**src/rtl/debug_pkg.sv**
```systemverilog
// Shared definitions for the debug command sequencer: host command codes,
// FSM state encodings and dump geometry.
package debug_pkg;

    // Host command bytes
    localparam logic [7:0] CMD_LOAD = 8'h01;
    localparam logic [7:0] CMD_RUN  = 8'h04;
    localparam logic [7:0] CMD_STEP = 8'h06;
    localparam logic [7:0] CMD_DUMP = 8'h07;

    // Register-file depth and dump size at the default data-memory width
    localparam int NUM_REGS          = 32;
    localparam int DMEM_ADDR_DEFAULT = 4;
    localparam int DUMP_WORDS        = 1 + NUM_REGS + 2**DMEM_ADDR_DEFAULT;

    // Main sequencer states
    typedef enum logic [3:0] {
        ST_IDLE,
        ST_LD_COUNT,
        ST_LD_BYTE,
        ST_LD_WRITE,
        ST_RUN,
        ST_STEP,
        ST_DUMP_SEL,
        ST_DUMP_WAIT,
        ST_DUMP_XMIT
    } seq_state_t;

    // Which block of CPU state the dump is currently walking
    typedef enum logic [1:0] {
        SEC_PC,
        SEC_REG,
        SEC_MEM
    } dump_sec_t;

    // Word serializer states
    typedef enum logic [1:0] {
        SER_IDLE,
        SER_SEND,
        SER_TXWAIT
    } ser_state_t;

endpackage

```
**src/rtl/word_serializer.sv**
```systemverilog
// Latches one word and streams it to the UART transmitter MSB byte first,
// one byte per tx_start/tx_done handshake, then pulses done.
module word_serializer
    import debug_pkg::*;
#(
    parameter int BYTE    = 8,
    parameter int NB_DATA = 32
) (
    input  logic               clk,
    input  logic               rst_n,
    input  logic               load,
    input  logic [NB_DATA-1:0] word,
    input  logic               tx_done,
    output logic [BYTE-1:0]    tx_data,
    output logic               tx_start,
    output logic               done
);

    ser_state_t         state;
    ser_state_t         next_state;
    logic [NB_DATA-1:0] shreg;
    logic [1:0]         byte_idx;

    // State register
    // NOTE: clocked blocks use non-blocking (<=) so every register sees pre-edge values.
    always_ff @(posedge clk or negedge rst_n) begin
        if (!rst_n) state <= SER_IDLE;
        else        state <= next_state;
    end

    // Next state: one start strobe per byte, wait for the transmitter before the next
    // NOTE: next_state gets a default first so this block never infers a latch.
    always_comb begin
        next_state = state;
        case (state)
            SER_IDLE:   if (load) next_state = SER_SEND;
            SER_SEND:   next_state = SER_TXWAIT;
            SER_TXWAIT: if (tx_done) next_state = (byte_idx == 2'd3) ? SER_IDLE : SER_SEND;
            default:    next_state = SER_IDLE;
        endcase
    end

    // Shift register and byte counter: top byte is always the one on the wire
    always_ff @(posedge clk or negedge rst_n) begin
        if (!rst_n) begin
            shreg    <= '0;
            byte_idx <= 2'd0;
        end else if (state == SER_IDLE && load) begin
            shreg    <= word;
            byte_idx <= 2'd0;
        end else if (state == SER_TXWAIT && tx_done) begin
            shreg    <= {shreg[NB_DATA-BYTE-1:0], {BYTE{1'b0}}};
            byte_idx <= byte_idx + 2'd1;
        end
    end

    // Outputs decoded from state; data reads 0 while idle
    always_comb begin
        tx_start = (state == SER_SEND);
        tx_data  = (state == SER_IDLE) ? '0 : shreg[NB_DATA-1 -: BYTE];
        done     = (state == SER_TXWAIT) && tx_done && (byte_idx == 2'd3);
    end

endmodule

```
**src/rtl/debug_cmd_sequencer.sv**
```systemverilog
// Debug-unit command sequencer: decodes host bytes, loads instruction memory,
// runs or single-steps the CPU and streams PC / registers / data memory back.
module debug_cmd_sequencer
    import debug_pkg::*;
#(
    parameter int BYTE      = 8,
    parameter int ADDR      = 5,
    parameter int NB_DATA   = 32,
    parameter int IMEM_ADDR = 10,
    parameter int DMEM_ADDR = 4
) (
    input  logic                 i_clock,
    input  logic                 i_reset,
    input  logic [BYTE-1:0]      i_rx_data,
    input  logic                 i_rx_done,
    output logic [BYTE-1:0]      o_tx_data,
    output logic                 o_tx_start,
    input  logic                 i_tx_done,
    output logic                 o_cpu_enable,
    input  logic                 i_halt,
    input  logic [NB_DATA-1:0]   i_pc,
    output logic                 o_imem_wr,
    output logic [IMEM_ADDR-1:0] o_imem_addr,
    output logic [NB_DATA-1:0]   o_imem_data,
    output logic [ADDR-1:0]      o_reg_addr,
    input  logic [NB_DATA-1:0]   i_reg_data,
    output logic [DMEM_ADDR-1:0] o_dmem_addr,
    input  logic [NB_DATA-1:0]   i_dmem_data,
    output logic                 o_busy
);

    localparam logic [ADDR-1:0] LAST_REG = ADDR'(NUM_REGS - 1);
    localparam logic [ADDR-1:0] LAST_MEM = ADDR'(2**DMEM_ADDR - 1);

    seq_state_t           state;
    seq_state_t           next_state;

    // Load datapath
    logic [BYTE-1:0]      ld_count;
    logic [BYTE-1:0]      ld_words;
    logic [1:0]           ld_byte;
    logic [NB_DATA-1:0]   asm_word;
    logic [IMEM_ADDR-1:0] imem_idx;
    logic                 ld_last;

    // Dump datapath
    dump_sec_t            sec;
    logic [ADDR-1:0]      idx;
    logic                 last_word;
    logic                 in_dump;
    logic                 ser_load;
    logic [NB_DATA-1:0]   ser_word;
    logic                 ser_done;

    assign ld_last   = ((ld_words + BYTE'(1)) == ld_count);
    assign last_word = (sec == SEC_MEM) && (idx == LAST_MEM);

    // State register
    always_ff @(posedge i_clock or negedge i_reset) begin
        if (!i_reset) state <= ST_IDLE;
        else          state <= next_state;
    end

    // Next state: command decode in IDLE, RX ignored elsewhere except during LOAD
    always_comb begin
        next_state = state;
        case (state)
            ST_IDLE: begin
                if (i_rx_done) begin
                    case (i_rx_data)
                        CMD_LOAD: next_state = ST_LD_COUNT;
                        CMD_RUN:  next_state = i_halt ? ST_DUMP_SEL : ST_RUN;
                        CMD_STEP: next_state = i_halt ? ST_DUMP_SEL : ST_STEP;
                        CMD_DUMP: next_state = ST_DUMP_SEL;
                        default:  next_state = ST_IDLE;
                    endcase
                end
            end
            ST_LD_COUNT:  if (i_rx_done) next_state = (i_rx_data == '0) ? ST_IDLE : ST_LD_BYTE;
            ST_LD_BYTE:   if (i_rx_done && ld_byte == 2'd3) next_state = ST_LD_WRITE;
            ST_LD_WRITE:  next_state = ld_last ? ST_IDLE : ST_LD_BYTE;
            ST_RUN:       if (i_halt) next_state = ST_DUMP_SEL;
            ST_STEP:      next_state = ST_DUMP_SEL;
            ST_DUMP_SEL:  next_state = ST_DUMP_WAIT;
            ST_DUMP_WAIT: next_state = ST_DUMP_XMIT;
            ST_DUMP_XMIT: if (ser_done) next_state = last_word ? ST_IDLE : ST_DUMP_SEL;
            default:      next_state = ST_IDLE;
        endcase
    end

    // Load counters and word assembly (MSB byte arrives first)
    always_ff @(posedge i_clock or negedge i_reset) begin
        if (!i_reset) begin
            ld_count <= '0;
            ld_words <= '0;
            ld_byte  <= 2'd0;
            asm_word <= '0;
            imem_idx <= '0;
        end else begin
            case (state)
                ST_IDLE: begin
                    if (i_rx_done && i_rx_data == CMD_LOAD) begin
                        ld_words <= '0;
                        imem_idx <= '0;
                    end
                end
                ST_LD_COUNT: begin
                    if (i_rx_done) begin
                        ld_count <= i_rx_data;
                        ld_byte  <= 2'd0;
                    end
                end
                ST_LD_BYTE: begin
                    if (i_rx_done) begin
                        asm_word <= {asm_word[NB_DATA-BYTE-1:0], i_rx_data};
                        ld_byte  <= ld_byte + 2'd1;
                    end
                end
                ST_LD_WRITE: begin
                    ld_words <= ld_words + BYTE'(1);
                    imem_idx <= imem_idx + IMEM_ADDR'(1);
                end
                default: ;
            endcase
        end
    end

    // Dump walker: PC, then registers 0..31, then data memory 0..2**DMEM_ADDR-1
    always_ff @(posedge i_clock or negedge i_reset) begin
        if (!i_reset) begin
            sec <= SEC_PC;
            idx <= '0;
        end else if (next_state == ST_DUMP_SEL && state != ST_DUMP_XMIT) begin
            sec <= SEC_PC;
            idx <= '0;
        end else if (state == ST_DUMP_XMIT && ser_done && !last_word) begin
            case (sec)
                SEC_PC: begin
                    sec <= SEC_REG;
                    idx <= '0;
                end
                SEC_REG: begin
                    if (idx == LAST_REG) begin
                        sec <= SEC_MEM;
                        idx <= '0;
                    end else begin
                        idx <= idx + ADDR'(1);
                    end
                end
                default: idx <= idx + ADDR'(1);
            endcase
        end
    end

    // Word to serialize: read data is valid in DUMP_WAIT, one cycle after DUMP_SEL drove the address
    always_comb begin
        ser_load = (state == ST_DUMP_WAIT);
        case (sec)
            SEC_PC:  ser_word = i_pc;
            SEC_REG: ser_word = i_reg_data;
            default: ser_word = i_dmem_data;
        endcase
    end

    word_serializer #(
        .BYTE    (BYTE),
        .NB_DATA (NB_DATA)
    ) u_word_serializer (
        .clk      (i_clock),
        .rst_n    (i_reset),
        .load     (ser_load),
        .word     (ser_word),
        .tx_done  (i_tx_done),
        .tx_data  (o_tx_data),
        .tx_start (o_tx_start),
        .done     (ser_done)
    );

    // Outputs decoded from state; everything reads 0 while idle
    always_comb begin
        in_dump      = (state == ST_DUMP_SEL) || (state == ST_DUMP_WAIT) || (state == ST_DUMP_XMIT);
        o_cpu_enable = (state == ST_RUN) || (state == ST_STEP);
        o_imem_wr    = (state == ST_LD_WRITE);
        o_imem_addr  = o_imem_wr ? imem_idx : '0;
        o_imem_data  = o_imem_wr ? asm_word : '0;
        o_reg_addr   = (in_dump && sec == SEC_REG) ? idx : '0;
        o_dmem_addr  = (in_dump && sec == SEC_MEM) ? idx[DMEM_ADDR-1:0] : '0;
        o_busy       = (state != ST_IDLE);
    end

endmodule

```
**config.mk**
```make
export PLATFORM = sky130hd
export DESIGN_NAME = debug_cmd_sequencer
export DESIGN_NICKNAME = d
export VERILOG_FILES = /design/src/rtl/debug_pkg.sv /design/src/rtl/word_serializer.sv /design/src/rtl/debug_cmd_sequencer.sv
export SDC_FILE = /design/constraint.sdc
export NUM_CORES = 1
export LEC_CHECK = 0
export ABC_AREA = 1
export CAP_MARGIN = 20
export CORE_UTILIZATION = 55
export CTS_CLUSTER_SIZE = 12
export DETAILED_ROUTE_END_ITERATION = 8
export DONT_BUFFER_PORTS = 1
export PLACE_DENSITY = 0.8
export SLEW_MARGIN = 0
export SYNTH_ARGS = -nofsm -noshare
export SYNTH_HDL_FRONTEND = slang
export SYNTH_SLANG_ARGS = --single-unit
```
**constraint.sdc**
```tcl
create_clock -name i_clock -period 1.75 [get_ports i_clock]
set_input_delay 0.35 -clock i_clock [delete_from_list [all_inputs] [get_ports i_clock]]
set_output_delay 0.35 -clock i_clock [all_outputs]
set_load 0.01 [all_outputs]
```
# [Word level (Yosys, flattened, before mapping)]
# Index checks and enable logic that the tools add are counted.
[word_totals] word_cells=117 reg_bits=107 output_inout_bits=63
[classes] n_reduce_logical=31 n_mux=41 add_sub_neg=5 eq_ne=29
[op_table] operator="2-to-1 mux 32 bit" count=3
[op_table] operator="case mux 32 bit (2 select lines)" count=1
[op_table] operator="case mux 4 bit (9 select lines)" count=1
[op_table] operator="2-to-1 mux 2 bit" count=13
[op_table] operator="== test 8 x 3 -> 1 bit, second input constant" count=3
[op_table] operator="2-to-1 mux 4 bit" count=6
[op_table] operator="== test 4 x 3 -> 1 bit, second input constant" count=5
[op_table] operator="2-to-1 mux 10 bit" count=2
[op_table] operator="2-to-1 mux 5 bit" count=4
[op_table] operator="case mux 10 bit (2 select lines)" count=1
[op_table] operator="2-to-1 mux 8 bit" count=2
[op_table] operator="case mux 8 bit (2 select lines)" count=1
[op_table] operator="case mux 3 bit (4 select lines)" count=1
[op_table] operator="logical AND 1 bit" count=11
[op_table] operator="adder 10 x 1 -> 10 bit, second input constant" count=1
[op_table] operator="case mux 5 bit (2 select lines)" count=1
[op_table] operator="adder 8 x 1 -> 8 bit, second input constant" count=1
[op_table] operator="== test 2 bit, second input constant" count=4
[op_table] operator="== test 4 x 2 -> 1 bit, second input constant" count=2
[op_table] operator="== test 8 x 1 -> 1 bit, second input constant" count=1
[op_table] operator="== test 8 bit" count=1
[op_table] operator="logical NOT 8 bit" count=1
[op_table] operator="inequality test 2 bit, second input constant" count=4
[op_table] operator="case mux 2 bit (2 select lines)" count=2
[op_table] operator="22 further kinds" count=34

# [Logic depth before layout (Yosys ltp)]
# Gate-level depths: netlist of the first run.
[depth] ltp_word=9 ltp_mapped=13 depth_no_buf=13

# [By module]
# A second synthesis of the first run with hierarchy kept.
[unflattened] cells_unflattened=847 area_unflattened_um2=6159.7
[modules_own_cells] mod="debug_cmd_sequencer" area_per_inst_um2=4395.5 instances=1 cells_per_inst=640
[modules_own_cells] mod="word_serializer" area_per_inst_um2=1764.2 instances=1 cells_per_inst=207

# [Least setup slack after synthesis of the first run]
# No wires, ideal clock.
[synth_timing] path_type="register to register" start="reg idx[0]" end="reg idx[3]" n_path_buf=0 setup_slack_ns=0.049 t_arrival_ns=1.624 synth_period_minus_slack_ns=1.701 required_time_ns=1.673 path_stages_with_launch=10 setup_ns=0.077 cell_sequence="dfrtp_1 > ha_1 > nand2_1 > nor2_1 > ha_1 > o21ai_0 > inv_1 > o31ai_1 > inv_1 > a21oi_1"
[synth_via] elab_chain_len=8
[synth_lines] item="start: declaration" line_no="debug_cmd_sequencer.sv:48" text="logic [ADDR-1:0] idx;"
[synth_lines] item="start signal: assignment" line_no="debug_cmd_sequencer.sv:147" text="idx <= idx + ADDR'(1);"
[synth_lines] item="start signal: assignment" line_no="debug_cmd_sequencer.sv:150" text="default: idx <= idx + ADDR'(1);"
[synth_lines] item="== test 5 x 4 -> 1 bit" line_no="debug_cmd_sequencer.sv:56" text="assign last_word = (sec == SEC_MEM) && (idx == LAST_MEM);"
[synth_lines] item="logical AND 1 bit" line_no="debug_cmd_sequencer.sv:56"
[synth_lines] item="2-to-1 mux 3 bit" line_no="debug_cmd_sequencer.sv:86" text="ST_DUMP_XMIT: if (ser_done) next_state = last_word ? ST_IDLE : ST_DUMP_SEL;"
[synth_lines] item="2-to-1 mux 4 bit" line_no="debug_cmd_sequencer.sv:86"
[synth_lines] item="case mux 4 bit (9 select lines)" line_no="debug_cmd_sequencer.sv:67" text="case (state)"
[synth_lines] item="== test 4 x 3 -> 1 bit" line_no="debug_cmd_sequencer.sv:133" text="end else if (next_state == ST_DUMP_SEL && state != ST_DUMP_XMIT) begin"
[synth_lines] item="logical AND 1 bit" line_no="debug_cmd_sequencer.sv:133"
[synth_lines] item="2-to-1 mux 5 bit or nonzero test 2 bit (tied branches)"
# Parallel ways exist; a longest one is shown, timed or not. The select of a mux whose other input is x is not followed.
# A chain may end at the register's enable or synchronous reset.

# [Worst setup path after layout of the first run]
[layout_timing] start="reg state[0]" end="out o_imem_data[29]"
[layout_via] elab_chain_len=2
[layout_lines] item="start: declaration" line_no="debug_cmd_sequencer.sv:35" text="seq_state_t state;"
[layout_lines] item="start signal: assignment" line_no="debug_cmd_sequencer.sv:61" text="else state <= next_state;"
[layout_lines] item="== test 4 x 2 -> 1 bit" line_no="debug_cmd_sequencer.sv:183" text="o_imem_wr = (state == ST_LD_WRITE);"
[layout_lines] item="2-to-1 mux 32 bit" line_no="debug_cmd_sequencer.sv:185" text="o_imem_data = o_imem_wr ? asm_word : '0;"
[layout_lines] item="end: declaration" line_no="debug_cmd_sequencer.sv:24" text="output logic [NB_DATA-1:0] o_imem_data,"
# No other way between the ends.

==> summary.md, run 1 <==
| Metric | Value |
|---|---|
| RSZ-0062 raised after global routing | `yes` |
| Crit path max fanout | `36` |
| R2R Setup Slk | `-0.19 ns` |
| DR DRC count | `0` |
| Element type at the critical path end | `output port` |
| TritonCTS clock tree | `built` |
| # fillers | `824` |
| CP max-delay cell | `dfrtp_2` |
| Worst-margin pin slew | `0.364 ns` |
| Initial antenna violation count | `0` |
| I/O pin total | `roughly 170` |
| Fmax | `just over 500 MHz` |
| CTS root buffer | `clkbuf_8` |
| Non-Filler Instances | `981` |
| Syn Inst Count | `813` |
| PD cells | `between 1500 and 2000 nW/um2` |
| WP buf/inv | `2` |
| Synth async-reset ratio | `1.00` |
| NumNets Final | `around 960` |
| Initial Util | `0.575` |
| Largest net degree at the start of global routing | `between 100 and 150` |
| Detailed Place HPWL | `around 11000 um` |
| Final hold viol count | `roughly 110` |
| Vias in the first global route | `~5000` |
| Peak supply drop | `roughly 0.8 mV` |
| Slowest cell delay on critical path | `approximately 0.46 ns` |
| Worst Setup Start Kind | `flop` |
| Relative slew slack | `0.757` |
| Final Worst Setup Slack | `-0.211 ns` |
| DR vias | `approximately 5500` |
| Crit path time final | `roughly 2 ns` |
| Failing checks | `hold timing, setup timing` |
| CP Data Required Time | `between 1 and 1.5 ns` |
| Placed cell count | `between 900 and 1000` |
| First-pass GRT wire length | `around 24000 um` |
| CTS Sinks | `between 100 and 150` |
| Top_reg_cell synth | `dfrtp_1` |
| Chip width | `roughly 110 um` |
| Pre-CTS worst setup slack | `-0.104 ns` |
| Cell family contributing the most delay on the critical path | `flip-flops` |
| Hold WS | `-0.351 ns` |
| #FFs+latches synth | `about 110` |
| Period Utilization, post-route | `1.12` |
| Row cnt | `37` |
| Final setup vio count | `58` |
| Longest Clk Path Bufs | `2` |
| Synth Warn # | `0` |
| Syn_nets | `roughly 930` |
| Post-Syn Area per Cell | `around 7.4 um2` |
| Post-Route WL | `15300 um` |
| Max Transition Viols Final | `0` |
| Pre-antenna DRT Iters | `4` |
| Ratio of cells with drive above 1 in the final layout | `0.219` |
| Critical path arrival | `about 1.6 ns` |
| Mapped cell area | `between 6000 and 7000 um2` |
| Outcome | `finished with violations` |
| GPL Wtd Cong | `roughly 0.86` |
| Clk_skew | `around 0.019 ns` |
| Clk_lat worst skew | `about 0.39 ns` |
| Vias per cell | `~5.6` |
| EDFF count, synth | `0` |
| Number of DRC markers in iteration 0 | `about 420` |
| Remaining antenna violation count after routing | `0` |
| Antenna Diode Count | `0` |
| Total chip power | `roughly 12 mW` |
| P&R area growth vs syn | `18.1%` |
| Seq/Total Area, Yosys | `0.443` |
| Die area | `about 11000 um2` |
| Core Box Area | `~11000 um2` |
| Tot GR Track Use | `0.263` |
| CP cell instances | `nand2_2 -> nor2_4 -> inv_2 -> buf_12 -> nor2_2` |
| Die H | `107 um` |
| P_leak | `3.19 nW` |
| Kind of critical path | `flop to output port` |
| Setup_tns | `-9.51 ns` |
| Distinct cells, synth | `42` |
| Tightest Hold Check Type | `input port to asynchronous set/reset pin` |
| Max_cap viols | `0` |
| Clock slew seen by the registers of the worst setup and hold paths | `~0.10 ns` |
| # H-tree levels | `3` |
| Num CTS Buffers | `9` |
| PortBufs | `0` |
| DR WL/cell | `approximately 16 um` |
| Grt ovf | `0` |
==> repair_timing <==
item                                    CTS  global route
setup buffers                             9            12
endpoints found under the setup margin   59            63
gates resized for setup                  84            53
hold endpoints to repair                107           107
pin swaps                                 4            19
==> cell usage in the layout, fill, tap and decap left out, types with 3 or more instances in the layout <==
cell type	netlist	routed
clkinv_4	0	3
dfrtp_1	107	104
nand3b_1	3	3
a21oi_1	11	4
o22ai_1	7	7
o221ai_1	22	22
buf_6	5	6
nor2_2	5	18
nand3_1	66	61
a31oi_1	3	3
nor2_4	8	46
nor2_1	81	30
nand2_4	3	4
a21oi_2	2	9
o21ai_0	63	58
nand3_4	0	3
buf_12	0	5
clkbuf_8	0	9
ha_1	7	4
inv_2	7	7
o21ai_1	9	14
nand2_2	6	13
nand3_2	4	6
nand2_1	228	220
dfrtp_2	0	3
buf_4	2	38
inv_1	116	116
==> kinds of logic (layout without fill, tap and decap cells) <==
logic type                 Yosys count  count (layout)  synth area share
AOI/OAI and AO/OA                  129             129             0.132
buffers and inverters              157             189             0.108
and+or+nand+nor                    410             410             0.298
adders and majority gates            7               7            0.0145
DFF                                107             107             0.443
xor gates and xnor gates             3               3           0.00435
==> worst register-to-register path, stage by stage, from the launching register on <==
cell and delay [ns]:
dfrtp_1 0.40, ha_2 0.20, nand2_2 0.10, nor2_4 0.06, ha_1 0.18, o21ai_0 0.31, inv_1 0.13, o31ai_1 0.30
inv_1 0.09, a21oi_2 0.10
==> power by group <==
part | leakage (nW) | switching (mW) | internal (mW) | total, mW
Combinational | 1.73 | 3.86 | 2.22 | 6.09
Clock | 0.0823 | 0.879 | 0.525 | 1.40
Sequential | 1.37 | 0.693 | 3.50 | 4.19
Total | 3.19 | 5.44 | 6.25 | 11.7
==> area by class of cell <==
| class | count | area [um2] | area share |
|---|---|---|---|
| Clock buffer | 9 | 124 | 0.0174 |
| Tap cell | 136 | 170 | 0.0238 |
| Clock inverter | 6 | 50.0 | 0.00701 |
| Multi-Input combinational cell | 549 | 3170 | 0.445 |
| Sequential cell | 107 | 2680 | 0.376 |
| Timing Repair Buffer | 50 | 468 | 0.0656 |
| Inverter | 124 | 470 | 0.0659 |
==> worst paths after layout <==
path | cells past startpoint | endpoint | start
setup / recovery | 5 | o_imem_data[29] | state[0]
hold / removal | 0 | ld_words[1] | i_reset
setup reg to reg | 9 | idx[3] | idx[1]
hold reg to reg | 1 | imem_idx[8] | imem_idx[8]
max in group asynchronous | 0 | state[3] | i_reset
min in group i_clock | 1 | u_word_serializer.state[1] | i_tx_done
==> sequential cells by signal (all words and copies together) (netlist names) <==
signal                      cells
ld_count                        8
asm_word                       32
u_word_serializer.byte_idx      2
ld_byte                         2
u_word_serializer.state         2
idx                             5
state                           4
ld_words                        8
imem_idx                       10
sec                             2
u_word_serializer.shreg        32
==> metal layers <==
layer	part of all wire	vias up	global-route usage
met5	0	-	0
met4	0.024	0	0.0969
met3	0.050	28	0.0450
met2	0.51	213	0.459
met1	0.42	2601	0.326
li1	-	2648	-
==> synthesized netlist by cell type, types with 2 or more instances <==
library cell	n	share of area
xor2_1	2	0.0029
nor2_1	81	0.050
nand3_1	66	0.055
nand3b_1	3	0.0037
buf_6	5	0.0093
buf_4	2	0.0025
o21ai_1	9	0.0074
nand2_1	228	0.14
a31oi_1	3	0.0031
buf_2	12	0.0099
nor2_4	8	0.015
nor3_1	3	0.0025
inv_1	116	0.072
nand2_2	6	0.0062
clkbuf_1	13	0.0081
o221ai_1	22	0.032
nand3_2	4	0.0066
dfrtp_1	107	0.44
a21oi_1	11	0.0091
o21ai_0	63	0.052
nand2_4	3	0.0056
ha_1	7	0.014
inv_2	7	0.0043
a22oi_1	2	0.0025
o22ai_1	7	0.0072
a21oi_2	2	0.0029
nor2_2	5	0.0052
o21bai_1	2	0.0025
==> metrics by stage <==
step	util	cell area (um2)
after global placement	0.601	6320
final	0.679	7140
after global routing	0.679	7140
after floorplan	-	6050
after detailed placement	0.601	6320
after CTS	0.654	6870
No activity file was read; power rests on OpenSTA's default activity.
==> run 2: changes to the inputs <==
SKIP_CTS_REPAIR_TIMING = 1   (was default)
==> run 2 against run 1 <==
Compared with the run above: the flow still finishes with violations (hold timing, setup timing); clock-buffer cell count unchanged; sequential share of layout area grew 1.8 points; clock skew increased by 0.0013 ns; final area fell by 4.5%; critical path depth increased by 1; final cell count down 1.3%; largest cell class unchanged.
==> summary.md, run 2 (synthesis results as in run 1) <==
| Metric | Value |
|---|---|
| Outcome | `finished with violations` |
| Failing checks | `hold timing, setup timing` |
| PD cells | `between 1500 and 2000 nW/um2` |
| Ratio of cells with drive above 1 in the final layout | `0.174` |
| RR Startpoint | `idx[0]` |
| TritonCTS clock tree | `built` |
| Row cnt | `37` |
| CTS root buffer | `clkbuf_8` |
| Most common cell after layout, fill and taps aside | `nand2_1` |
| DR vias | `approximately 5400` |
| Comb power frac | `0.497` |
| Period Utilization, post-route | `1.12` |
| Die area | `between 10000 and 15000 um2` |
| Switching fraction of total power | `0.458` |
| Chip width | `approximately 110 um` |
| Worst Setup Start Kind | `flop` |
| Remaining antenna violation count after routing | `0` |
| Commonest cells after routing, fill and taps aside | `nand2_1, inv_1, dfrtp_1, nand3_1, o21ai_0` |
| Max_cap viols | `0` |
| Seq pwr share | `0.376` |
| Kind of critical path | `flop to output port` |
| First-pass GRT wire length | `~23000 um` |
| Final Worst Setup Slack | `-0.216 ns` |
| Grt ovf | `0` |
| CTS Sinks | `about 110` |
| Num CTS Buffers | `9` |
| GPL Wtd Cong | `around 0.86` |
| RSZ-0062 raised after global routing | `yes` |
| Die H | `107 um` |
| P_sw | `5.07 mW` |
| Pre-antenna DRT Iters | `5` |
| Clk network pwr share | `0.127` |
| Largest net degree at the start of global routing | `about 110` |
| # fillers | `about 900` |
| Final instance area | `a little under 7000 um2` |
| Longest Clk Path Bufs | `2` |
| Worst-margin pin slew | `0.358 ns` |
| Tot GR Track Use | `0.252` |
| Relative slew slack | `0.760` |
| Clk_skew | `a little over 0.02 ns` |
| CP Data Required Time | `1.40 ns` |
| Clock slew seen by the registers of the worst setup and hold paths | `roughly 0.10 ns` |
| Final setup vio count | `a little under 60` |
| R2r endpoint | `idx[4]` |
| Crit path time final | `between 1.5 and 2 ns` |
| Core Box Area | `around 11000 um2` |
| Placed inst area | `~6300 um2` |
| I/O pin total | `between 150 and 200` |
| R2R Setup Slk | `-0.10 ns` |
| Internal power | `5.99 mW` |
| Final hold viol count | `~110` |
| P_leak | `roughly 3.1 nW` |
| Clk_lat worst skew | `about 0.38 ns` |
| DR WL/cell | `approximately 15 um` |
| Max Transition Viols Final | `0` |
| Setup_tns | `-9.38 ns` |
| Number of DRC markers in iteration 0 | `roughly 340` |
| Detailed Place HPWL | `roughly 11000 um` |
| Worst setup path start | `state[2]` |
| Crit path max fanout | `36` |
| P&R area growth vs syn | `12.7%` |
| NumNets Final | `944` |
| Tightest Hold Check Type | `input port to asynchronous set/reset pin` |
| Fmax | `~510 MHz` |
| Vias in the first global route | `4962` |
| Largest registers | `asm_word: 32 flops, u_word_serializer.shreg: 32 flops, imem_idx: 10 flops` |
| # H-tree levels | `3` |
| Depth of the most critical reg-to-reg path | `10` |
| Element type at the critical path end | `output port` |
| Initial antenna violation count | `0` |
| Critical path arrival | `between 1.5 and 2 ns` |
| Peak supply drop | `a little under 0.8 mV` |
| DR DRC count | `0` |
| Hold WS | `-0.346 ns` |
| Initial Util | `0.575` |
| Vias per cell | `approximately 5.6` |
| PortBufs | `0` |
| Antenna Diode Count | `0` |
| Post-Route WL | `about 14000 um` |
-- run 2: cell count changes in the layout (fill, tap and decap cells not counted), sizes merged --
cell,delta
clkinv,-1
buf,-13
inv,+1
-- run 2: worst max-delay path, cell delays in order (launching register included) --
cell     delay [ns]
dfrtp_1        0.44
nor2_4         0.17
inv_2          0.07
nor2_4         0.09
inv_2          0.07
buf_12         0.19
nor2_2         0.18
-- run 2: how the worst max path moves through the flow --
stage	depth (start not counted)	to	slack, ns
detailed placement	10	idx[3]	-0.10
global placement	10	sec[0]	-0.007
finish	6	o_imem_data[4]	-0.22
floorplan	9	idx[3]	0.05
CTS	6	o_imem_addr[7]	-0.30
global route	6	o_imem_data[29]	-0.30
-- run 2: metrics by stage --
stage          power [mW]   util  setup WS [ns]  hold WS [ns]  cells
2_1_floorplan        7.88      -         0.0486        0.0544    813
3_3_place_gp         8.91  0.601       -0.00735        0.0586    947
3_5_place_dp         9.19  0.601         -0.104        0.0582    947
4_1_cts              10.6  0.618         -0.300        -0.359    962
5_1_grt              12.0  0.648         -0.300        -0.367    968
6_report             11.1  0.648         -0.216        -0.346    968
-- run 2: power groups by stage --
stage,Clock [mW],Sequential [mW],Combinational (mW)
final,1.40,4.16,5.50
after floorplan,0,4.02,3.86
after CTS,1.43,4.14,5.04
after global routing,1.52,4.28,6.20
after detailed placement,0,4.18,5.01
after global placement,0,4.12,4.79
-- run 2: layout make-up --
type                       instances  area [um2]  share of cell area
tap                              136         170              0.0250
clock buffer                       9         124              0.0182
inverter                         124         468              0.0687
sequential                       107        2680               0.393
clock inverter                     6        50.0             0.00734
multi-input combinational        549        2960               0.434
timing repair buffer              37         360              0.0529
-- run 2: per-layer routing --
metal  track usage  vias up  part of all wire
met1         0.319     2560              0.43
met2         0.433      214              0.50
met3        0.0371       21             0.056
met4         0.102        0             0.020
met5             0        -                 0
li1              -     2619                 -
